--- src/rtl/fmac_mul_arb.sv ---
// rtl/fmac_mul_arb.sv - two-requester round-robin front end and output stage for a shared mantissa multiplier tree
//
// Purpose:
//   Two requesters share one external partial-product generator / Wallace tree.
//   A round-robin arbiter picks one operand pair per cycle into stage S1, whose
//   registers drive the tree. Stage S2 captures the tree's redundant sum/carry
//   vectors together with the tag and source port. The final carry-propagate
//   add happens combinationally on the S2 registers.
//
// Ports:
//   Clk_CI                     clock, rising edge
//   Rst_RBI                    asynchronous active-low reset
//   In0_/In1_Valid_SI          requester has an operand pair
//   In0_/In1_Ready_SO          requester's pair is accepted this cycle
//   In0_/In1_OpA_DI, _OpB_DI   mantissas including hidden bit (W = C_MANT+1)
//   In0_/In1_Tag_DI            requester tag
//   Tree_OpA_DO, Tree_OpB_DO   S1 operand registers to the tree
//   Tree_Sum_DI, Tree_Carry_DI tree outputs (2W+1 bits) for the S1 operands
//   Out_Valid_SO/Out_Ready_SI  product handshake
//   Out_Prod_DO                2W-bit product
//   Out_Tag_DO, Out_Src_SO     tag and originating port of the product
//   Busy_SO                    any stage holds an operation

module fmac_mul_arb #(
    parameter int C_MANT = 23,
    parameter int C_TAG  = 4
) (
    input  logic                  Clk_CI,
    input  logic                  Rst_RBI,

    input  logic                  In0_Valid_SI,
    output logic                  In0_Ready_SO,
    input  logic [C_MANT:0]       In0_OpA_DI,
    input  logic [C_MANT:0]       In0_OpB_DI,
    input  logic [C_TAG-1:0]      In0_Tag_DI,

    input  logic                  In1_Valid_SI,
    output logic                  In1_Ready_SO,
    input  logic [C_MANT:0]       In1_OpA_DI,
    input  logic [C_MANT:0]       In1_OpB_DI,
    input  logic [C_TAG-1:0]      In1_Tag_DI,

    output logic [C_MANT:0]       Tree_OpA_DO,
    output logic [C_MANT:0]       Tree_OpB_DO,
    input  logic [2*C_MANT+2:0]   Tree_Sum_DI,
    input  logic [2*C_MANT+2:0]   Tree_Carry_DI,

    output logic                  Out_Valid_SO,
    input  logic                  Out_Ready_SI,
    output logic [2*C_MANT+1:0]   Out_Prod_DO,
    output logic [C_TAG-1:0]      Out_Tag_DO,
    output logic                  Out_Src_SO,

    output logic                  Busy_SO
);

    localparam int W  = C_MANT + 1;
    localparam int PW = 2 * W;

    // Stage S1: operands feeding the tree
    logic                 r_s1_valid;
    logic [W-1:0]         r_s1_opa;
    logic [W-1:0]         r_s1_opb;
    logic [C_TAG-1:0]     r_s1_tag;
    logic                 r_s1_src;

    // Stage S2: redundant product, only the bits that reach the final add
    logic                 r_s2_valid;
    logic [PW-1:0]        r_s2_sum;
    logic [PW-2:0]        r_s2_carry;
    logic [C_TAG-1:0]     r_s2_tag;
    logic                 r_s2_src;

    // Arbiter state
    logic                 r_ptr;        // port favoured when both request
    logic                 r_lock;       // a granted request is still waiting
    logic                 r_lock_port;  // which port that waiting request is on

    logic                 w_s2_load;
    logic                 w_s1_ready;
    logic                 w_any_valid;
    logic                 w_grant;
    logic                 w_accept;
    logic [W-1:0]         w_sel_opa;
    logic [W-1:0]         w_sel_opb;
    logic [C_TAG-1:0]     w_sel_tag;

    // The top bit of each tree vector has weight 2^(2W) (or more once the
    // carry is shifted), so it never affects the 2W-bit product.
    logic                 w_unused_tree_msbs;
    assign w_unused_tree_msbs = ^{Tree_Sum_DI[PW], Tree_Carry_DI[PW:PW-1]};

    // Pipeline advance conditions
    assign w_s2_load  = r_s1_valid & (~r_s2_valid | Out_Ready_SI);
    assign w_s1_ready = ~r_s1_valid | w_s2_load;

    // Grant selection. A request that was granted but could not be accepted
    // keeps the grant while it stays valid, so a late-arriving request on the
    // other port cannot steal a grant that has already been offered.
    assign w_any_valid = In0_Valid_SI | In1_Valid_SI;

    always_comb begin
        w_grant = 1'b0;
        if (r_lock && (r_lock_port ? In1_Valid_SI : In0_Valid_SI)) begin
            w_grant = r_lock_port;
        end else if (In0_Valid_SI && In1_Valid_SI) begin
            w_grant = r_ptr;
        end else begin
            w_grant = In1_Valid_SI;
        end
    end

    assign w_accept = w_any_valid & w_s1_ready & Rst_RBI;

    // Ready is gated by reset directly: S1 is empty during reset and would
    // otherwise advertise readiness, yet a request must still be acceptable
    // on the very first edge after release.
    assign In0_Ready_SO = Rst_RBI & w_s1_ready & In0_Valid_SI & ~w_grant;
    assign In1_Ready_SO = Rst_RBI & w_s1_ready & In1_Valid_SI &  w_grant;

    // Operand mux for the granted port
    always_comb begin
        w_sel_opa = In0_OpA_DI;
        w_sel_opb = In0_OpB_DI;
        w_sel_tag = In0_Tag_DI;
        if (w_grant) begin
            w_sel_opa = In1_OpA_DI;
            w_sel_opb = In1_OpB_DI;
            w_sel_tag = In1_Tag_DI;
        end
    end

    // Arbiter pointer and grant lock
    always_ff @(posedge Clk_CI or negedge Rst_RBI) begin
        if (!Rst_RBI) begin
            r_ptr       <= 1'b0;
            r_lock      <= 1'b0;
            r_lock_port <= 1'b0;
        end else begin
            if (w_accept) begin
                r_ptr  <= ~w_grant;
                r_lock <= 1'b0;
            end else if (w_any_valid) begin
                r_lock      <= 1'b1;
                r_lock_port <= w_grant;
            end else begin
                r_lock <= 1'b0;
            end
        end
    end

    // Stage S1
    always_ff @(posedge Clk_CI or negedge Rst_RBI) begin
        if (!Rst_RBI) begin
            r_s1_valid <= 1'b0;
            r_s1_opa   <= '0;
            r_s1_opb   <= '0;
            r_s1_tag   <= '0;
            r_s1_src   <= 1'b0;
        end else begin
            if (w_accept) begin
                r_s1_valid <= 1'b1;
                r_s1_opa   <= w_sel_opa;
                r_s1_opb   <= w_sel_opb;
                r_s1_tag   <= w_sel_tag;
                r_s1_src   <= w_grant;
            end else if (w_s2_load) begin
                r_s1_valid <= 1'b0;
            end
        end
    end

    // Stage S2: holds everything while the consumer stalls
    always_ff @(posedge Clk_CI or negedge Rst_RBI) begin
        if (!Rst_RBI) begin
            r_s2_valid <= 1'b0;
            r_s2_sum   <= '0;
            r_s2_carry <= '0;
            r_s2_tag   <= '0;
            r_s2_src   <= 1'b0;
        end else begin
            if (w_s2_load) begin
                r_s2_valid <= 1'b1;
                r_s2_sum   <= Tree_Sum_DI[PW-1:0];
                r_s2_carry <= Tree_Carry_DI[PW-2:0];
                r_s2_tag   <= r_s1_tag;
                r_s2_src   <= r_s1_src;
            end else if (Out_Ready_SI) begin
                r_s2_valid <= 1'b0;
            end
        end
    end

    assign Tree_OpA_DO  = r_s1_opa;
    assign Tree_OpB_DO  = r_s1_opb;

    // Final carry-propagate add; the carry vector carries weight 2
    assign Out_Prod_DO  = r_s2_sum + {r_s2_carry, 1'b0};
    assign Out_Valid_SO = r_s2_valid;
    assign Out_Tag_DO   = r_s2_tag;
    assign Out_Src_SO   = r_s2_src;

    assign Busy_SO      = r_s1_valid | r_s2_valid;

endmodule

--- config.mk ---
export PLATFORM = sky130hd
export DESIGN_NAME = fmac_mul_arb
export DESIGN_NICKNAME = d
export VERILOG_FILES = /design/src/rtl/fmac_mul_arb.sv
export SDC_FILE = /design/constraint.sdc
export NUM_CORES = 1
export LEC_CHECK = 0
export ABC_CLOCK_PERIOD_IN_PS = 6200
export BUFFER_PORTS_ARGS = -buffer_cell sky130_fd_sc_hd__buf_2
export CAP_MARGIN = 15
export CORE_MARGIN = 2
export CORE_UTILIZATION = 54
export DETAILED_ROUTE_END_ITERATION = 16
export PLACE_DENSITY = 0.86
export SYNTH_ARGS = -nofsm -noshare
export SYNTH_HDL_FRONTEND = slang
export SYNTH_SLANG_ARGS = --single-unit
--- constraint.sdc ---
create_clock -name Clk_CI -period 6.2 [get_ports Clk_CI]
set_input_delay 1.24 -clock Clk_CI [delete_from_list [all_inputs] [get_ports Clk_CI]]
set_output_delay 1.24 -clock Clk_CI [all_outputs]
set_load 0.01 [all_outputs]
# == After elaboration in Yosys (flattened, before gate mapping) ==
# Cells that the tools add are included.
# totals
reg_bits,158
inputBits,207
out_inout_bits,105
# classes
addsub,1
mux,12
n_bitwise,16
reduce_logical,5
# op_table
op,n
$add 48x48->48,1
$mux 24,2
$mux 1,9
$and 1x1->1,8
$mux 4,1
$not 1->1,4
$or 1x1->1,4
$reduce_bool 2->1,2
$logic_and 1x1->1,2
$reduce_and 2->1,1

# == Logic depth before layout (Yosys ltp) ==
# Gate-level depths: netlist of the first run.
# logic_depth
depth_word,8
ltp_mapped,12
ltp_nobuf,12

# == Worst setup path before layout of the first run ==
# No wires, ideal clock.
# synth_path
path_type,reg2out
start,reg r_s2_sum[1]
end,out Out_Prod_DO[47]
arrival_time_ns,2.421
t_required_ns,4.960
setup_slack_ns,2.539
path_stages_with_launch,13
path_buffers,0
cell_sequence,dfrtp_1 -> ha_1 -> inv_1 -> fa_1 -> nand2b_1 -> a21oi_1 -> o21ba_2 -> o211ai_1 -> a211oi_2 -> o21ai_1 -> a31oi_1 -> a21oi_1 -> xnor2_1
# synth_between
elab_chain_len,1
# synth_rtl
element,line_no,text
from (decl),69,logic [PW-1:0] r_s2_sum;
from (signal assigned),184,r_s2_sum <= Tree_Sum_DI[PW-1:0];
$add 48x48->48,198,"assign Out_Prod_DO = r_s2_sum + {r_s2_carry, 1'b0};"
to (decl),50,"output logic [2*C_MANT+1:0] Out_Prod_DO,"
# Every way passes these cells.

# == Worst setup path in the final report of the first run ==
# Same ends and word-level chain as after synthesis.

==> results list, run 1 <==
* Status: complete, no violations
- Clock slew at the register clock pins of the worst setup and hold paths: 70 ps
- For this run, design rule violations remaining after detail routing come to 0.
* Type of the worst min-delay path: reg -> reg
- The cell sitting at the root of the clock tree is a sky130_fd_sc_hd__clkbuf_16.
- Share of the clock period used by the worst path: 75.4%
* Clock H-tree levels: 4
- The worst setup path is launched from a register.
* Half-perimeter wire length after placement: 18400 µm
- By area the synthesized netlist is led by sky130_fd_sc_hd__dfrtp_1 46%, sky130_fd_sc_hd__mux2_2 13%, sky130_fd_sc_hd__ha_1 6.7%.
- Die extent in x: ~130 µm
- The first global-routing pass estimated 36700 µm of wire.
- Utilization of the core after routing: 69.8%
- Number of rows in the core area: 46
- TritonCTS built the clock tree.
- Routability-driven placement finished with a final weighted congestion of 0.975.
- Effective utilization at floorplan: 54.9%
- Gates resized, CTS repair: 0
* Critical path peak fanout: 3
* Unrepaired setup endpoints after global routing: no
* Register-to-Register Path Depth: 7
- The core region is roughly 16000 µm².
* Final critical delay including setup and external delays: between 4000 and 5000 ps
- P&R area growth vs syn: 27.3%
- Number of inserted filler cells in the final layout: 1226
- The final layout contains routed wiring with a total length of 24300 µm.
- VDD IR-drop max: roughly 0.34 mV
- In the global route stage, overall resource usage came out at ~28%.
- For this run, asynchronously set or reset flops after synthesis account for 100%.
- Post-synth top cells: 158 x sky130_fd_sc_hd__dfrtp_1, 100 x sky130_fd_sc_hd__mux2_2, 66 x sky130_fd_sc_hd__inv_1
- Yosys reg bits: about 160
* Via/cell ratio: between 5 and 6
- Number of design-rule violations left by the first detailed-router iteration: 704
- Total congestion overflow: 0
* Count of maximum capacitance violations: 0
- Unique masters post-synth: just under 60
* Via count: 7615
- The synthesized design spends more area on one cell type than any other, namely sky130_fd_sc_hd__dfrtp_1.
- Seq/Total Area, Yosys: 45.7%
- Number of failing hold endpoints at the final stage: 0
- Setup slack, reg-to-reg: just under 4000 ps
* Number of warnings issued by yosys: 0
- Worst hold path stage count: 1
- Vertical die dimension: approximately 130 µm
* Fmax: 214 MHz
* Post-detailed-route count of antenna-violating nets: 0
- Number of nets in the final layout: 1341
* Leakage: 5.59 nW
- The synthesized design devotes to its leading area cell type 45.7% of total area.
- Kind of critical path: reg -> out
- Buffers inserted to repair hold after CTS numbered 0.
* Buffers from clock root to sink, at most: 2
* Number of setup buffers added after CTS: 0
- Headroom to the max-slew limit: 40.4%
- Count of boundary I/O pins: 312
- Accumulated negative setup slack: 0 ps
* Most numerous cell in the Yosys netlist: sky130_fd_sc_hd__dfrtp_1
- At the pin with the least slew margin, the transition time is 894 ps.
- Setup violations remaining at the end of the flow were counted as 0.
- Quantity of I/O buffers inserted on ports: 308
- Post-synth design cell area: 8650 µm²
* Number of antenna violations at the first check in global routing: 6
* Power density cells: roughly 480 nW/µm²
* Worst-case clock skew: 12.9 ps
* Clock sink count: between 150 and 200
- The via count of the first global-routing pass is about 7400.
- The first detailed-routing pass ran for 8 iterations.
* Capturing element type of the critical path: output port
- Mean post-synth cell area: 10.9 µm²
- Data arrives at the worst endpoint at 3440 ps.
- For the worst setup path, the data required time is 4960 ps.
* CTS buffer count: 17
- Pins over their slew limit: 0
* Wire length per cell: 18.4 µm
- The number of nets handed over by synthesis was 1046.
- Clock latency at the later pin of the worst-skew pair: around 420 ps
- Entering global routing, the biggest net connects 67 pins.
- Synth Flop Type: sky130_fd_sc_hd__dfrtp_1
* Number of flops mapped to enable cells by yosys: 0
* Die outline area: between 15000 and 20000 µm²
* Share of final-layout standard cells stronger than drive strength 1: 42.6%
* Post-Synthesis Cells: 792
## area by class of cell
class / instances / area (µm²) / area share [%]
multi-input combinational: 530 / 4330 / 39.3
inverter: 66 / 248 / 2.25
antenna: 6 / 15.0 / 0.136
timing repair buffer: 314 / 1590 / 14.5
clock buffer: 18 / 429 / 3.90
clock inverter: 14 / 175 / 1.59
tap: 216 / 270 / 2.45
sequential: 158 / 3950 / 35.9
## power by group
group,switching [W],total [W],internal (W)
clock,0.000456,0.00107,0.000611
sequential,0.000156,0.00145,0.00129
combinational,0.00155,0.00273,0.00118
## metal layers
metal	up-vias	wire, µm	track usage, %
met5	-	13	0
met4	2	684	11.0
met3	34	1760	7.49
met2	353	12500	48.2
met1	3703	9330	33.4
li1	3523	-	-
## path summary, 6_finish.rpt
kind                                                    end                     from
max in group asynchronous           r_lock_port$_DFFE_PN0P_                  Rst_RBI
min in group asynchronous       Tree_OpA_DO[22]$_DFFE_PN0P_                  Rst_RBI
worst max-delay path                        Out_Prod_DO[47]  r_s2_sum[1]$_DFFE_PN0P_
worst max register to register   Tree_OpB_DO[3]$_DFFE_PN0P_   r_s1_valid$_DFFE_PN0P_
worst min-delay path                      r_ptr$_DFFE_PN0P_        r_ptr$_DFFE_PN0P_
worst min register to register            r_ptr$_DFFE_PN0P_        r_ptr$_DFFE_PN0P_
## placed cells by master, fill, tap and decap left out, types with 6 or more instances in the layout
cell type	count
sky130_fd_sc_hd__o21ai_0	33
sky130_fd_sc_hd__a21o_1	23
sky130_fd_sc_hd__clkbuf_16	17
sky130_fd_sc_hd__nand3_1	8
sky130_fd_sc_hd__nand2b_1	12
sky130_fd_sc_hd__diode_2	6
sky130_fd_sc_hd__xor2_1	15
sky130_fd_sc_hd__buf_4	6
sky130_fd_sc_hd__inv_6	6
sky130_fd_sc_hd__nor2_1	30
sky130_fd_sc_hd__nand2_1	37
sky130_fd_sc_hd__inv_1	66
sky130_fd_sc_hd__a21oi_1	50
sky130_fd_sc_hd__mux2_2	100
sky130_fd_sc_hd__a222oi_1	52
sky130_fd_sc_hd__nand4_1	10
sky130_fd_sc_hd__nor2b_1	9
sky130_fd_sc_hd__dfrtp_1	158
sky130_fd_sc_hd__xnor2_1	27
sky130_fd_sc_hd__ha_1	46
sky130_fd_sc_hd__nor3_1	6
sky130_fd_sc_hd__buf_2	307
## logic make-up (layout without fill, tap and decap cells)
group,after synthesis,in the layout,share of synthesized area (%)
XOR/XNOR,42,42,4.25
AO/OA/AOI/OAI,211,211,18.1
AND/OR/NAND/NOR,130,130,7.39
other,0,6,0
adder cells (fa/ha/maj),47,47,6.88
buffers and inverters,104,412,4.66
multiplexers,100,100,13.0
flip-flops,158,158,45.7
## critical path: stages, from the launching register on
cell and delay, ps:
sky130_fd_sc_hd__dfrtp_1 340, sky130_fd_sc_hd__ha_1 200, sky130_fd_sc_hd__inv_1 70, sky130_fd_sc_hd__fa_1 410
sky130_fd_sc_hd__nand2b_1 180, sky130_fd_sc_hd__a21oi_1 220, sky130_fd_sc_hd__o21ba_2 210, sky130_fd_sc_hd__o211ai_1 160
sky130_fd_sc_hd__a211oi_2 330, sky130_fd_sc_hd__o21ai_1 150, sky130_fd_sc_hd__a31oi_1 280, sky130_fd_sc_hd__a21oi_1 160
sky130_fd_sc_hd__xnor2_1 150, sky130_fd_sc_hd__buf_2 150
## sequential cells by signal, indices dropped and copies added, names as in the netlist
register      flops
r_s2_sum         48
r_s2_carry       47
Tree_OpA_DO      24
Tree_OpB_DO      24
Out_Tag_DO        4
r_s1_tag          4
Out_Src_SO        1
Out_Valid_SO      1
r_lock            1
r_lock_port       1
r_ptr             1
r_s1_src          1
r_s1_valid        1
## per-stage QoR
stage / setup slack (ps) / hold slack, ps / std cells / instance area [µm²] / power, W
after global routing: 1230 / 502 / 1320 / 11000 / 0.00558
final: 1520 / 484 / 1322 / 11000 / 0.00524
after CTS: 1520 / 487 / 1316 / 11000 / 0.00524
after detailed placement: 1880 / 471 / 1284 / 10400 / 0.00415
after floorplan: 2540 / 446 / 792 / 8650 / 0.00323
after global placement: 1950 / 456 / 1284 / 10400 / 0.00408
(Power assumes the default switching activity.)
==> inputs of run 2 (changes only) <==
ABC_CLOCK_PERIOD_IN_PS = 4500   (was 6200)
CORE_UTILIZATION = 50   (was 54)
PLACE_DENSITY = 0.8   (was 0.86)
clock period = 4.5 ns   (was 6.2 ns; I/O delays follow)
==> results list, run 2 (same netlist as run 1, synthesis figures left out) <==
* Capturing element type of the critical path: output port
* Crit Reg-Reg Startpoint: r_s1_valid$_DFFE_PN0P_
* CTS buffer count: 17
* Crit path top cell by count: sky130_fd_sc_hd__a21oi_1
* Global-route wire length before repair: 36400 µm
* Buffers from clock root to sink, at most: 2
* Effective utilization at floorplan: around 51%
- Worst-case clock skew: roughly 9.9 ps
* Startpoint class of the critical path: register
* Share of the clock period used by the worst path: between 90% and 100%
* Count of boundary I/O pins: 312
- Total routing usage reported by global routing: 25.5%
* Final critical delay including setup and external delays: about 4200 ps
- Via count: roughly 7400
- The die is ~140 µm tall.
- The clock reaches the later pin of the worst-skew pair after 420 ps.
- Worst Tran Pin Value: 891 ps
- Worst Hold Slack: 250 ps
- Commonest non-fill, non-tap cell in the layout: sky130_fd_sc_hd__buf_2
* Number of rows in the core area: 48
- Wire length per cell: 17.8 µm
- After routing, the total negative slack on setup checks comes to 0 ps.
- Buffers inserted to repair hold after CTS numbered 0.
- Half-perimeter wire length after placement: 18000 µm
- Clock H-tree levels: 4
* Final std cell area, no fill: 11000 µm²
- The initial antenna violation count was 6.
- Number of setup violations in the final report: 0
* Count of maximum capacitance violations: 0
* CP top delay family: compound AO/OA/AOI/OAI gates
* Kind of critical path: reg -> out
- Via/cell ratio: 5.58
- Compared with the post-synthesis result, the final layout area differs by 27.1%.
* Commonest cells after routing, fill and taps aside: 307 x sky130_fd_sc_hd__buf_2, 158 x sky130_fd_sc_hd__dfrtp_1, 100 x sky130_fd_sc_hd__mux2_2
- Crit path buffers/inverters: 2
- Based on the critical path, the design can be clocked at up to 239 MHz.
- The register with the most flip-flops in the layout has 48 of them.
- The die is 136 µm wide.
- The number of max-slew violations in the final report is 0.
- Std-Cell Core Area: 17100 µm²
- Global routing finished with a remaining overflow of 0.
- Of the total power, the share spent switching nets is 41.4%.
- For the worst setup path, the data arrival time is 3290 ps.
- The via count of the first global-routing pass came to roughly 7300.
- The die covers 18400 µm².
- Root cell of the clock tree: sky130_fd_sc_hd__clkbuf_16
- Combinational cells account for 52.8% of the total power.
- Cell breakdown of the critical path: ha_1, inv_1, fa_1, nand2b_1, a21oi_1, o21ba_2, o211ai_1, a211oi_2, o21ai_1, a31oi_2, a21oi_1, xnor2_1, buf_2
- Internal power: 0.00413 W
- The congestion estimate from routability-driven global placement came to approximately 0.94.
- The first TritonRoute pass finished after 11 iterations.
- Once placement finished, the instance area stood at between 10000 and 15000 µm².
* DRC errors left: 0
- In this run the worst path has a maximum fanout of 3.
- Power spread over the standard cell area amounts to ~640 nW/µm².
* Unrepaired setup endpoints after global routing: no
* Clock sink count: between 150 and 200
- Leakage: 5.56 nW
* Setup slack, reg-to-reg: 2240 ps
* TritonCTS clock tree: built
- Biggest regs: r_s2_sum (48), r_s2_carry (47)
- The routed design has 23700 µm of wire.
- Status: complete, no violations
- After clock tree synthesis, the clock-pin slew on the worst setup and hold paths is 70 ps.
* Largest incremental delay on the critical path: 390 ps
* Register bank with the most flops: r_s2_sum
- Among all stages on the critical path, the largest delay is contributed by sky130_fd_sc_hd__fa_1.
* Register-to-Register Path Depth: 7
* Quantity of I/O buffers inserted on ports: slightly above 300
- Clk network pwr share: a little under a fifth
* Number of setup buffers added after CTS: 0
- Worst Path Required: 3600 ps
* FF-to-FF End: Tree_OpA_DO[3]$_DFFE_PN0P_
* Number of failing hold endpoints at the final stage: 0
* VDD IR-drop max: 0.428 mV
- Type of the worst min-delay path: in -> async
- Post-detailed-route count of antenna-violating nets: 0
* Number of design-rule violations left by the first detailed-router iteration: 750
* Gates resized, CTS repair: 0
- Relative contribution of sequential cells to total power: 28.4%
* Largest net degree at the start of global routing: 89
* Switching Power: 0.00292 W
- In the final design database the tool counted about 1300 nets.
- Cells with a size suffix above 1 make up a little over two fifths of the layout.
- At the placement stage, the worst setup path has a slack of 692 ps.
* Headroom to the max-slew limit: between 40% and 50%
- Across all setup checks in the final design, the least slack found is 310 ps.
[run 2: cell count changes in the layout (fill, tap and decap cells not counted), sizes merged]
cell	delta
bufinv	-2
buf	+2
diode	-1
clkinvlp	+3
clkbuf	+2
inv	-2
clkinv	-1
[run 2: metrics by stage]
stage | utilization (%) | std cells | power (W)
detailed placement | 60.8 | 1294 | 0.00571
CTS | 64.0 | 1326 | 0.00706
floorplan | - | 792 | 0.00445
finish | 64.2 | 1332 | 0.00704
global placement | 60.8 | 1294 | 0.00564
global route | 64.2 | 1332 | 0.00754
[run 2: final cells by class]
class / instances / area, µm²
Antenna cell: 5 / 12.5
Clock buffer: 20 / 437
Clock inverter: 12 / 101
Fill cell: 1382 / 6120
Inverter: 66 / 248
Multi-Input combinational cell: 530 / 4330
Sequential cell: 158 / 3950
Tap cell: 225 / 282
Timing Repair Buffer: 316 / 1630
[run 2: routing by layer]
layer	part of all wire, %	routed length, µm	track usage (%)
met3	7.9	1880	7.44
met4	3.3	784	10.7
met1	38	9000	29.9
met2	51	12000	43.8
met5	0.030	7	0
[run 2: power by group through the flow]
stage / clock network, W / registers [W] / logic, W
floorplan: 0 / 0.00200 / 0.00244
global placement: 0 / 0.00200 / 0.00365
detailed placement: 0 / 0.00201 / 0.00370
CTS: 0.00136 / 0.00199 / 0.00372
global route: 0.00142 / 0.00204 / 0.00408
finish: 0.00132 / 0.00200 / 0.00372
[run 2: worst max path at each step]
stage	start	endpoint	cells past startpoint
6_report	r_s2_carry[0]$_DFFE_PN0P_	Out_Prod_DO[47]	13
5_1_grt	r_s2_carry[0]$_DFFE_PN0P_	Out_Prod_DO[47]	13
4_1_cts	r_s2_carry[0]$_DFFE_PN0P_	Out_Prod_DO[47]	13
3_5_place_dp	r_s2_carry[0]$_DFFE_PN0P_	Out_Prod_DO[47]	13
3_3_place_gp	r_s2_carry[0]$_DFFE_PN0P_	Out_Prod_DO[47]	13
2_1_floorplan	r_s2_sum[1]$_DFFE_PN0P_	Out_Prod_DO[47]	12
